--- config.mk ---
export PLATFORM = sky130hd
export DESIGN_NAME = sfi_arbiter
export DESIGN_NICKNAME = d
export VERILOG_FILES = /design/src/rtl/sfi_arbiter.sv
export SDC_FILE = /design/constraint.sdc
export NUM_CORES = 1
export LEC_CHECK = 0
export ABC_AREA = 1
export CAP_MARGIN = 10
export CORE_ASPECT_RATIO = 1.75
export CORE_MARGIN = 2
export CORE_UTILIZATION = 40
export DETAILED_ROUTE_END_ITERATION = 8
export GPL_TIMING_DRIVEN = 0
export PLACE_DENSITY = 0.73
export SLEW_MARGIN = 20
export SYNTH_ARGS = -nofsm -noshare
export SYNTH_HDL_FRONTEND = slang
export SYNTH_SLANG_ARGS = --single-unit
--- constraint.sdc ---
create_clock -name clk -period 2.5 [get_ports clk]
set_input_delay 0.5 -clock clk [delete_from_list [all_inputs] [get_ports clk]]
set_output_delay 0.5 -clock clk [all_outputs]
set_load 0.01 [all_outputs]
--- src/rtl/sfi_arbiter.sv ---
// ----------------------------------------------------------------------------
// sfi_arbiter : two-requester round-robin arbiter that rewrites store tag bytes
// Revision    : 1.0
// ----------------------------------------------------------------------------
`default_nettype none

module sfi_arbiter #(
  parameter logic [7:0] SANDBOX_TAG = 8'hA2,
  parameter int         CNT_W       = 16
) (
  input  logic             clk,
  input  logic             rst_n,
  input  logic             in0_valid,
  input  logic [63:0]      in0_data,
  output logic             in0_ready,
  input  logic             in1_valid,
  input  logic [63:0]      in1_data,
  output logic             in1_ready,
  output logic             out_valid,
  output logic [63:0]      out_data,
  output logic             out_src,
  input  logic             out_ready,
  input  logic             tag_we,
  input  logic [7:0]       tag_wdata,
  output logic [7:0]       tag,
  output logic             busy,
  output logic [CNT_W-1:0] store_cnt0,
  output logic [CNT_W-1:0] store_cnt1,
  output logic [CNT_W-1:0] fix_cnt
);

  typedef enum logic [1:0] {
    ST_RUN    = 2'd0,
    ST_DRAIN  = 2'd1,
    ST_UPDATE = 2'd2
  } state_t;

  localparam logic [CNT_W-1:0] CNT_MAX = '1;
  localparam logic [CNT_W-1:0] CNT_ONE = {{(CNT_W-1){1'b0}}, 1'b1};

  state_t             state_q, state_d;
  logic               last_q, last_d;
  logic               out_valid_q, out_valid_d;
  logic [63:0]        out_data_q, out_data_d;
  logic               out_src_q, out_src_d;
  logic [7:0]         tag_q, tag_d;
  logic [7:0]         pend_q, pend_d;
  logic [CNT_W-1:0]   cnt0_q, cnt0_d;
  logic [CNT_W-1:0]   cnt1_q, cnt1_d;
  logic [CNT_W-1:0]   fix_q, fix_d;

  logic               can_accept;
  logic               grant0, grant1, accept;
  logic [63:0]        acc_data;
  logic               acc_store;

  function automatic logic is_store(input logic [5:0] op);
    case (op)
      6'h28, 6'h29, 6'h2A, 6'h2B, 6'h2C, 6'h2D, 6'h2E,
      6'h38, 6'h3C, 6'h3F: is_store = 1'b1;
      default:             is_store = 1'b0;
    endcase
  endfunction

  function automatic logic [CNT_W-1:0] sat_inc(input logic [CNT_W-1:0] v);
    sat_inc = (v == CNT_MAX) ? v : v + CNT_ONE;
  endfunction

  // Grant: requester 0 wins unless requester 1 is also valid and 0 was served last.
  always_comb begin
    can_accept = !out_valid_q || out_ready;
    grant0     = 1'b0;
    grant1     = 1'b0;
    if (state_q == ST_RUN && can_accept) begin
      if (in0_valid && (!in1_valid || last_q)) begin
        grant0 = 1'b1;
      end else if (in1_valid) begin
        grant1 = 1'b1;
      end
    end
    accept    = grant0 | grant1;
    acc_data  = grant1 ? in1_data : in0_data;
    acc_store = is_store(acc_data[31:26]);
  end

  always_comb begin
    state_d     = state_q;
    last_d      = last_q;
    out_valid_d = out_valid_q;
    out_data_d  = out_data_q;
    out_src_d   = out_src_q;
    tag_d       = tag_q;
    pend_d      = pend_q;
    cnt0_d      = cnt0_q;
    cnt1_d      = cnt1_q;
    fix_d       = fix_q;

    if (accept) begin
      out_valid_d = 1'b1;
      out_data_d  = acc_store ? {tag_q, acc_data[55:0]} : acc_data;
      out_src_d   = grant1;
      last_d      = grant1;
      if (acc_store) begin
        if (grant1) cnt1_d = sat_inc(cnt1_q);
        else        cnt0_d = sat_inc(cnt0_q);
        if (acc_data[63:56] != tag_q) fix_d = sat_inc(fix_q);
      end
    end else if (out_ready) begin
      out_valid_d = 1'b0;
    end

    // A tag change waits for the output register to empty so no pair mixes tags.
    case (state_q)
      ST_RUN: begin
        if (tag_we) begin
          pend_d  = tag_wdata;
          state_d = ST_DRAIN;
        end
      end
      ST_DRAIN: begin
        if (!out_valid_q || out_ready) state_d = ST_UPDATE;
      end
      ST_UPDATE: begin
        tag_d   = pend_q;
        state_d = ST_RUN;
      end
      default: state_d = ST_RUN;
    endcase
  end

  always_ff @(posedge clk or negedge rst_n) begin
    if (!rst_n) begin
      state_q     <= ST_RUN;
      last_q      <= 1'b1;
      out_valid_q <= 1'b0;
      out_data_q  <= 64'd0;
      out_src_q   <= 1'b0;
      tag_q       <= SANDBOX_TAG;
      pend_q      <= 8'd0;
      cnt0_q      <= '0;
      cnt1_q      <= '0;
      fix_q       <= '0;
    end else begin
      state_q     <= state_d;
      last_q      <= last_d;
      out_valid_q <= out_valid_d;
      out_data_q  <= out_data_d;
      out_src_q   <= out_src_d;
      tag_q       <= tag_d;
      pend_q      <= pend_d;
      cnt0_q      <= cnt0_d;
      cnt1_q      <= cnt1_d;
      fix_q       <= fix_d;
    end
  end

  assign in0_ready  = grant0;
  assign in1_ready  = grant1;
  assign out_valid  = out_valid_q;
  assign out_data   = out_data_q;
  assign out_src    = out_src_q;
  assign tag        = tag_q;
  assign busy       = (state_q != ST_RUN);
  assign store_cnt0 = cnt0_q;
  assign store_cnt1 = cnt1_q;
  assign fix_cnt    = fix_q;

endmodule

`default_nettype wire

==> results.py, run 1 <==
metrics = {
    "timing": {
        "hold_viol_final": 0,
        "fin_tns_setup_ns": 0,
        "timing.fmax_mhz": 424,
        "slew_headroom": 0.586,
        "holdWs_ns": 0.0319,
        "finalCritPeriodShare": 0.944,
        "period_needed_ns": 2.36,
        "rsz0062_at_grt": "false",
        "fin_ws_ns": 0.140,
        "setup_viol_count_final": 0,
        "drv_slew": 0,
        "fin_skew_ns": 0.0104,
        "tightestPinTransition_ns": 0.619,
    },
    "global_route": {
        "grt_pass1_vias": 7256,
        "track_usage": 0.248,
        "grt_pass1_wl_um": 37400,
        "overflow": 0,
        "antenna_found_initial": 0,
        "grt_max_degree": 70,
    },
    "clocking": {
        "clockRootBuffer": "clkbuf_16",
        "clockBufferDepth": 2,
        "cts_tree": "yes",
        "clk_pin_slew_ns": 0.06,
        "cts_hold_buffers": 0,
        "htree_levels": 4,
        "clock_latency_ns": 0.42,
        "cts_made_buffers": 17,
        "cts.sinks": 133,
    },
    "place": {
        "dp.cells": 1427,
        "dpl.hpwl_um": 17700,
        "port_buffers": 266,
        "pre_cts_slack_ns": -0.876,
        "routabilityCongestion": 0.885,
    },
    "floorplanning": {
        "ios": 267,
        "num_rows": 64,
        "dieWidth_um": 105,
        "core_um2": 17500,
        "die_h_um": 181,
        "dieArea_um2": 19100,
        "initial_core_util": 0.410,
    },
    "cells_and_area": {
        "layout_commonest_cell": "nand2_1",
        "syn_to_final_growth_pct": 51.1,
        "diodes": 0,
        "final_cells": 1463,
        "final_cell_mix": "nand2_1, clkdlybuf4s50_1, nand3_1",
        "final_nets": 1364,
        "drive_above_1_share": 0.0747,
    },
    "flow_run": {
        "max-cap-violations": 0,
    },
    "detailed_routing": {
        "antenna_left": 0,
        "route.detailed.drc": 0,
        "drtPass1Iterations": 5,
        "vias": 7300,
        "drt_iter0_drc": 334,
        "vias_per_cell": 4.99,
        "wire_per_inst_um": 15.9,
        "wl_um": 23200,
    },
    "power": {
        "vdd_drop_max_mv": 0.637,
        "leakage_nw": 5.05,
        "p_per_area_nw_per_um2": 1020,
        "finalPower_mw": 11.1,
    },
    "worst_setup_path": {
        "crit_end": "in1_ready",
        "path_class": "in -> out",
        "reg2reg_from": "out_valid",
        "cp-end-kind": "output port",
        "timing.rr.end": "store_cnt0[14]",
        "reg2reg_depth": 16,
        "worst_setup_path_start_kind": "primary input",
        "path_max_fanout": 10,
        "required_ns": 2.00,
        "setup.worst_path.start": "in1_valid",
        "cp.arrival_ns": 1.86,
        "rrSetupSlack_ns": 0.26,
    },
    "logic_synthesis": {
        "synthDistinctLibCells": 36,
        "yosys_warnings": 0,
        "synth_seq_cells": 133,
        "syn_area_per_cell_um2": 7.74,
        "synth.largest_area_cell": "dfrtp_1",
        "synthTopCellsByArea": "dfrtp_1, nand2_1, nand3_1",
        "ys_seq_area_frac": 0.463,
        "netlist_instances": 929,
        "syn-num-nets": 1074,
        "synth_top_area_share": 0.449,
        "syn_area_um2": 7190,
    },
    "outcome": {
        "status": "completed",
    },
    "min_path": {
        "hold_path.class": "in -> async",
    },
}
[cell usage after synthesis, drive strengths merged]
cell,count
nor3,12
nor3b,2
nor4,2
clkbuf,22
nand4,20
xor2,23
mux2,1
dfstp,4
nand3b,12
a31oi,3
nand2,341
xnor2,19
inv,62
o21ai,14
dfrtp,129
ha,3
nand3,184
a21oi,13
nor2,43
buf,20
[layout make-up]
class                   count  area (µm²)
plain buffers              42         267
clock buffers              17         425
clock inverters            15         190
fillers                  1512        6670
inverters                  62         233
multi-input cells         692        3410
flip-flops and latches    133        3330
well taps                 231         289
repair buffers            271        2720
[worst min path at each step]
stage	start	end
6_report	rst_n	fix_cnt[13]
3_3_place_gp	out_data[16]	out_data[16]
3_5_place_dp	out_data[61]	out_data[61]
5_1_grt	rst_n	fix_cnt[13]
4_1_cts	rst_n	pend_q[5]
2_1_floorplan	rst_n	fix_cnt[0]
[power breakdown]
| part | switching (mW) | internal [mW] | leakage, nW |
|---|---|---|---|
| registers | 0.513 | 2.92 | 1.69 |
| clock network | 1.06 | 1.60 | 0.294 |
| logic | 2.75 | 2.26 | 3.07 |
[state kept, by name (all words and copies together), names as in the netlist]
name        count
pend_q          8
state_q         2
store_cnt1     16
tag             8
out_src         1
fix_cnt        16
out_valid       1
out_data       64
store_cnt0     16
last_q          1
[worst max-delay path: stages]
cell	delay [ns]
clkdlybuf4s50_1	0.47
inv_2	0.05
a21oi_4	0.20
nand2_8	0.10
inv_2	0.09
buf_12	0.15
clkbuf_16	0.16
clkbuf_2	0.13
[per-stage QoR]
| step | utilization | instance area (µm²) |
|---|---|---|
| 3_3_place_gp | 0.578 | 10100 |
| 6_report | 0.620 | 10900 |
| 4_1_cts | 0.620 | 10900 |
| 2_1_floorplan | - | 7190 |
| 5_1_grt | 0.620 | 10900 |
| 3_5_place_dp | 0.580 | 10200 |
[logic make-up after synthesis]
kind of cell             share of synthesized area
AND/OR/NAND/NOR                              0.391
XOR/XNOR                                    0.0511
buffers and inverters                       0.0633
multiplexers                               0.00157
adder cells (fa/ha/maj)                    0.00522
AO/OA/AOI/OAI                               0.0244
flip-flops                                   0.463
[per-layer routing]
metal  share of wire  up-vias  GRT usage
met5               0        -          0
met4           0.029        0      0.102
met3           0.044       37     0.0520
met2            0.56      222      0.466
met1            0.37     3440      0.265
li1                -     3601          -
[repair_timing]
item | CTS | global route
pin swaps | 4 | 1
resized for setup | 18 | 2
endpoints found under the setup margin | 2 | 2
setup buffers | 4 | 0
No activity file was read; power rests on OpenSTA's default activity.
==> run 2, diff against run 1 <==
--- a/config.mk
+++ b/config.mk
@@ -7,9 +7,10 @@
 export LEC_CHECK = 0
 export ABC_AREA = 1
 export CAP_MARGIN = 10
-export CORE_ASPECT_RATIO = 1.75
+export CORE_ASPECT_RATIO = 1.2
 export CORE_MARGIN = 2
 export CORE_UTILIZATION = 40
+export CTS_CLUSTER_DIAMETER = 50
 export DETAILED_ROUTE_END_ITERATION = 8
 export GPL_TIMING_DRIVEN = 0
 export PLACE_DENSITY = 0.73
==> results.py, run 2 (synthesized netlist as in run 1, its figures left out) <==
metrics = {
    "outcome": {
        "status": "completed",
    },
    "floorplanning": {
        "die_h_um": 151,
        "core_um2": 17600,
        "ios": 267,
        "dieArea_um2": 19100,
        "initial_core_util": 0.409,
        "num_rows": 53,
        "dieWidth_um": 126,
    },
    "timing": {
        "timing.fmax_mhz": 412,
        "setup_viol_count_final": 0,
        "drv_slew": 0,
        "fin_ws_ns": 0.0715,
        "tightestPinTransition_ns": 0.628,
        "fin_tns_setup_ns": 0,
        "hold_viol_final": 0,
        "holdWs_ns": 0.443,
        "period_needed_ns": 2.43,
        "slew_headroom": 0.580,
        "finalCritPeriodShare": 0.971,
        "fin_skew_ns": 0.00919,
        "rsz0062_at_grt": "false",
    },
    "detailed_routing": {
        "wire_per_inst_um": 15.6,
        "vias": 7289,
        "drtPass1Iterations": 5,
        "vias_per_cell": 5.00,
        "route.detailed.drc": 0,
        "antenna_left": 0,
        "drt_iter0_drc": 329,
        "wl_um": 22800,
    },
    "global_route": {
        "grt_pass1_vias": 7262,
        "grt_max_degree": 85,
        "overflow": 0,
        "grt_pass1_wl_um": 36300,
        "track_usage": 0.239,
        "antenna_found_initial": 0,
    },
    "cells_and_area": {
        "diodes": 0,
        "multi_input_area_um2": 3410,
        "drive_above_1_share": 0.0767,
        "layout_commonest_cell": "nand2_1",
        "final_nets": 1372,
        "nFillCells": 1543,
        "final_cell_mix": "nand2_1, clkdlybuf4s50_1, nand3_1",
        "register_area_um2": 3330,
        "largest_reg_flops": 64,
        "syn_to_final_growth_pct": 52.7,
    },
    "worst_setup_path": {
        "path_class": "in -> out",
        "cp-end-kind": "output port",
        "path_max_fanout": 10,
        "cp.arrival_ns": 1.93,
        "required_ns": 2.00,
        "worst_setup_path_start_kind": "primary input",
    },
    "clocking": {
        "clockBufferDepth": 2,
        "cts_tree": "yes",
        "cts_made_buffers": 17,
        "clk_pin_slew_ns": 0.05,
        "cts.sinks": 133,
        "clock_latency_ns": 0.41,
        "htree_levels": 4,
        "clockRootBuffer": "clkbuf_16",
    },
    "place": {
        "routabilityCongestion": 0.950,
        "pre_cts_slack_ns": -0.932,
        "port_buffers": 266,
        "dpl.hpwl_um": 17100,
    },
    "flow_run": {
        "max-cap-violations": 0,
    },
    "power": {
        "p_per_area_nw_per_um2": 1030,
        "leakage_nw": 5.13,
        "vdd_drop_max_mv": 0.590,
    },
    "min_path": {
        "hold_path.class": "in -> reg",
    },
}
[run 2: changes by cell type in the layout (fill, tap and decap cells not counted), sizes merged]
| cell | before | now |
|---|---|---|
| clkinv | 2 | 5 |
| bufinv | 3 | 6 |
| buf | 26 | 31 |
| dlymetal6s2s | 0 | 1 |
| dlygate4sd3 | 0 | 1 |
| clkbuf | 40 | 43 |
| dlygate4sd2 | 3 | 2 |
| inv | 69 | 62 |
| clkdlybuf4s15 | 0 | 1 |
| clkinvlp | 3 | 1 |
[run 2: per-layer routing]
| metal | track usage | wire length, µm | vias up | part of all wire |
|---|---|---|---|---|
| met1 | 0.277 | 9080 | 3392 | 0.40 |
| li1 | - | - | 3611 | - |
| met3 | 0.0661 | 1450 | 39 | 0.064 |
| met2 | 0.425 | 11700 | 247 | 0.51 |
| met4 | 0.0874 | 588 | 0 | 0.026 |
| met5 | 0 | 0 | - | 0 |
[run 2: where the power goes]
part,internal (mW),switching [mW]
registers,2.92,0.511
clock network,1.90,0.946
logic,2.31,2.73
[run 2: worst max-delay path, cell delays in order]
cell and delay [ns]:
clkdlybuf4s50_1 0.46, a21oi_4 0.25, nand2_8 0.10, inv_4 0.08
buf_12 0.14, clkbuf_16 0.16, clkdlybuf4s15_2 0.22
[run 2: metrics by stage]
step / cells / util / area, µm² / power [mW]
floorplan: 929 / - / 7190 / 5.94
global placement: 1415 / 0.576 / 10100 / 8.30
detailed placement: 1416 / 0.578 / 10200 / 8.37
CTS: 1451 / 0.621 / 10900 / 11.4
global route: 1459 / 0.625 / 11000 / 12.1
finish: 1459 / 0.625 / 11000 / 11.3
[run 2: worst paths after layout]
check | startpoint | to | slack (ns) | depth (start not counted)
setup / recovery | in0_valid | in1_ready | 0.07 | 7
hold / removal | out_ready | state_q[1] | 0.44 | 3
setup reg to reg | state_q[0] | store_cnt0[12] | 0.27 | 13
hold reg to reg | out_data[32] | out_data[32] | 0.48 | 2
max in group asynchronous | rst_n | tag[7] | 1.13 | 3
min in group asynchronous | rst_n | store_cnt1[8] | 0.59 | 2
[run 2: layout make-up]
type,instances,share of cell area
inverters,62,0.0214
plain buffers,42,0.0247
clock inverters,12,0.0207
repair buffers,279,0.254
clock buffers,19,0.0403
multi-input cells,692,0.310
flip-flops and latches,133,0.303
well taps,220,0.0251
[run 2: what timing repair did]
item / 4_1_cts / 5_1_grt
endpoints found under the setup margin: 49 / 27
pin swaps: 3 / 2
hold buffers: 1 / 0
hold endpoints to repair: 8 / 0
buffers inserted: 3 / 8
gates resized for setup: 17 / 4
==> run 3, diff against run 2 <==
--- a/config.mk
+++ b/config.mk
@@ -5,15 +5,15 @@
 export SDC_FILE = /design/constraint.sdc
 export NUM_CORES = 1
 export LEC_CHECK = 0
-export ABC_AREA = 1
 export CAP_MARGIN = 10
 export CORE_ASPECT_RATIO = 1.2
 export CORE_MARGIN = 2
 export CORE_UTILIZATION = 40
+export CTS_BUF_LIST = sky130_fd_sc_hd__clkbuf_8
 export CTS_CLUSTER_DIAMETER = 50
 export DETAILED_ROUTE_END_ITERATION = 8
 export GPL_TIMING_DRIVEN = 0
-export PLACE_DENSITY = 0.73
+export PLACE_DENSITY = 0.77
 export SLEW_MARGIN = 20
 export SYNTH_ARGS = -nofsm -noshare
 export SYNTH_HDL_FRONTEND = slang
==> results.py, run 3 <==
metrics = {
    "power": {
        "vdd_drop_max_mv": 0.525,
        "leakage_nw": 4.26,
        "p_per_area_nw_per_um2": 1050,
    },
    "timing": {
        "hold_viol_final": 2,
        "fin_skew_ns": 0.0106,
        "timing.fmax_mhz": 413,
        "slew_headroom": 0.641,
        "tightestPinTransition_ns": 0.538,
        "period_needed_ns": 2.42,
        "drv_slew": 0,
        "fin_ws_ns": 0.0802,
        "finalCritPeriodShare": 0.968,
        "setup_viol_count_final": 0,
        "holdWs_ns": -0.00457,
    },
    "min_path": {
        "hold_path.class": "in -> async",
    },
    "floorplanning": {
        "core_um2": 14900,
        "ios": 267,
        "dieArea_um2": 16100,
        "initial_core_util": 0.406,
        "dieWidth_um": 116,
        "num_rows": 49,
        "die_h_um": 139,
    },
    "logic_synthesis": {
        "yosys_warnings": 0,
        "synthDistinctLibCells": 53,
        "syn_area_per_cell_um2": 11.2,
        "synthTopCellsByArea": "dfrtp_1, a222oi_1, xnor2_1",
        "synth.largest_area_cell": "dfrtp_1",
        "synth_edf_count": 0,
        "syn-num-nets": 687,
        "synth_top_area_share": 0.533,
        "ys_seq_area_frac": 0.551,
        "synth-main-ff-cell": "dfrtp_1",
        "netlist_instances": 542,
        "yosysMostFrequentCell": "dfrtp_1",
        "async_flop_share": 1.00,
        "synth_common_cells": "dfrtp_1, inv_1, a222oi_1",
        "synth_seq_cells": 133,
        "syn_area_um2": 6050,
    },
    "global_route": {
        "track_usage": 0.240,
        "overflow": 0,
        "grt_pass1_vias": 5754,
        "grt_max_degree": 69,
        "grt_pass1_wl_um": 30000,
        "antenna_found_initial": 0,
    },
    "cells_and_area": {
        "diodes": 0,
        "postLayoutCoreUtil": 0.643,
        "layout_commonest_cell": "clkdlybuf4s50_1",
        "largest_reg_flops": 64,
        "final_nets": 974,
        "drive_above_1_share": 0.105,
        "final_cell_mix": "clkdlybuf4s50_1, dfrtp_1, inv_1",
        "syn_to_final_growth_pct": 58.4,
        "nFillCells": 1196,
        "final_cells": 1046,
    },
    "worst_setup_path": {
        "required_ns": 2.00,
        "reg2reg_from": "state_q[1]",
        "cp-end-kind": "output port",
        "cp.arrival_ns": 1.92,
        "path_max_fanout": 10,
        "reg2reg_depth": 10,
        "rrSetupSlack_ns": 0.25,
        "worst_setup_path_start_kind": "primary input",
        "timing.rr.end": "fix_cnt[12]",
        "path_class": "in -> out",
    },
    "clocking": {
        "cts_tree": "yes",
        "htree_levels": 4,
        "clockRootBuffer": "clkbuf_8",
        "cts.sinks": 133,
        "clockBufferDepth": 2,
        "clk_pin_slew_ns": 0.07,
        "cts_made_buffers": 17,
        "clock_latency_ns": 0.44,
    },
    "detailed_routing": {
        "drtPass1Iterations": 9,
        "antenna_left": 0,
        "wl_um": 19400,
        "vias_per_cell": 5.25,
        "wire_per_inst_um": 18.5,
        "drt_iter0_drc": 441,
        "vias": 5492,
        "route.detailed.drc": 0,
    },
    "place": {
        "pre_cts_slack_ns": -0.995,
        "dpl.hpwl_um": 14800,
        "port_buffers": 266,
        "dp.cells": 1013,
        "routabilityCongestion": 0.866,
    },
    "outcome": {
        "violations": "hold timing",
        "status": "finished, violations left",
    },
    "flow_run": {
        "max-cap-violations": 0,
    },
}
run 3: changes by cell type after synthesis, sizes merged, moves of 15 or more:
cell | previous run | this run
a222oi | 0 | 52
mux2 | 1 | 16
mux2i | 0 | 17
nand2 | 341 | 42
nand3 | 184 | 22
nor2 | 43 | 21
xnor2 | 19 | 36
run 3: report_power, final:
| group | switching, mW | internal, mW | total, mW |
|---|---|---|---|
| clock | 0.849 | 1.40 | 2.25 |
| sequential | 0.585 | 2.94 | 3.52 |
| combinational | 2.04 | 2.27 | 4.31 |
run 3: layer usage:
| metal | up-vias | wire (µm) | GRT usage |
|---|---|---|---|
| li1 | 2532 | - | - |
| met1 | 2673 | 7380 | 0.276 |
| met2 | 256 | 9670 | 0.402 |
| met3 | 31 | 1900 | 0.0944 |
| met4 | 0 | 436 | 0.0833 |
| met5 | - | 0 | 0 |
run 3: stage by stage:
stage               TNS [ns]  hold slack (ns)  instance area, µm²  total power [mW]
finish                     0         -0.00457                9590              10.1
global route         -0.0109          0.00413                9590              10.7
CTS                 -0.00398          0.00263                9560              10.1
detailed placement    -27.29            0.474                9000              7.79
global placement     -566.85            0.463                8970              7.65
floorplan                  0            0.204                6050              5.45
run 3: how the worst max path moves through the flow:
stage | slack (ns) | depth (start not counted) | end | startpoint
floorplan | 0.55 | 5 | in1_ready | out_ready
global placement | -4.15 | 1 | out_data[12] | rst_n
detailed placement | -0.99 | 7 | in1_ready | out_ready
CTS | -0.004 | 5 | in0_ready | out_valid
global route | -0.01 | 5 | in0_ready | out_valid
finish | 0.08 | 7 | in1_ready | in0_valid
run 3: worst max-delay path, stage by stage:
cell and delay [ns]:
clkdlybuf4s50_1 0.46, nand2_1 0.14, nand4_4 0.16, inv_4 0.10, buf_8 0.15, clkbuf_8 0.18
clkdlybuf4s15_2 0.23
run 3: timing repair:
item                                   4_1_cts  5_1_grt
setup buffers                                1        1
hold buffers                                 0        0
resized for setup                           17        6
cloned                                       0        0
endpoints found under the hold margin        0        0
pin swaps                                    0        1
setup endpoints to repair                    7        2
run 3: cell families (layout without fill, tap and decap cells):
group,count (synthesis),in the layout,synth area share
AO/OA/AOI/OAI,101,101,0.136
XOR/XNOR,47,47,0.0680
adder cells (fa/ha/maj),3,3,0.00620
buffers and inverters,90,390,0.0589
flip-flops,133,133,0.551
multiplexers,33,33,0.0579
AND/OR/NAND/NOR,135,135,0.122
run 3: layout make-up:
class	count	area [µm²]	area share
plain buffers	26	144	0.0150
clock buffers	21	289	0.0302
clock inverters	11	219	0.0228
inverters	63	239	0.0249
multi-input cells	319	2390	0.249
flip-flops and latches	133	3340	0.348
well taps	204	255	0.0266
repair buffers	269	2710	0.283
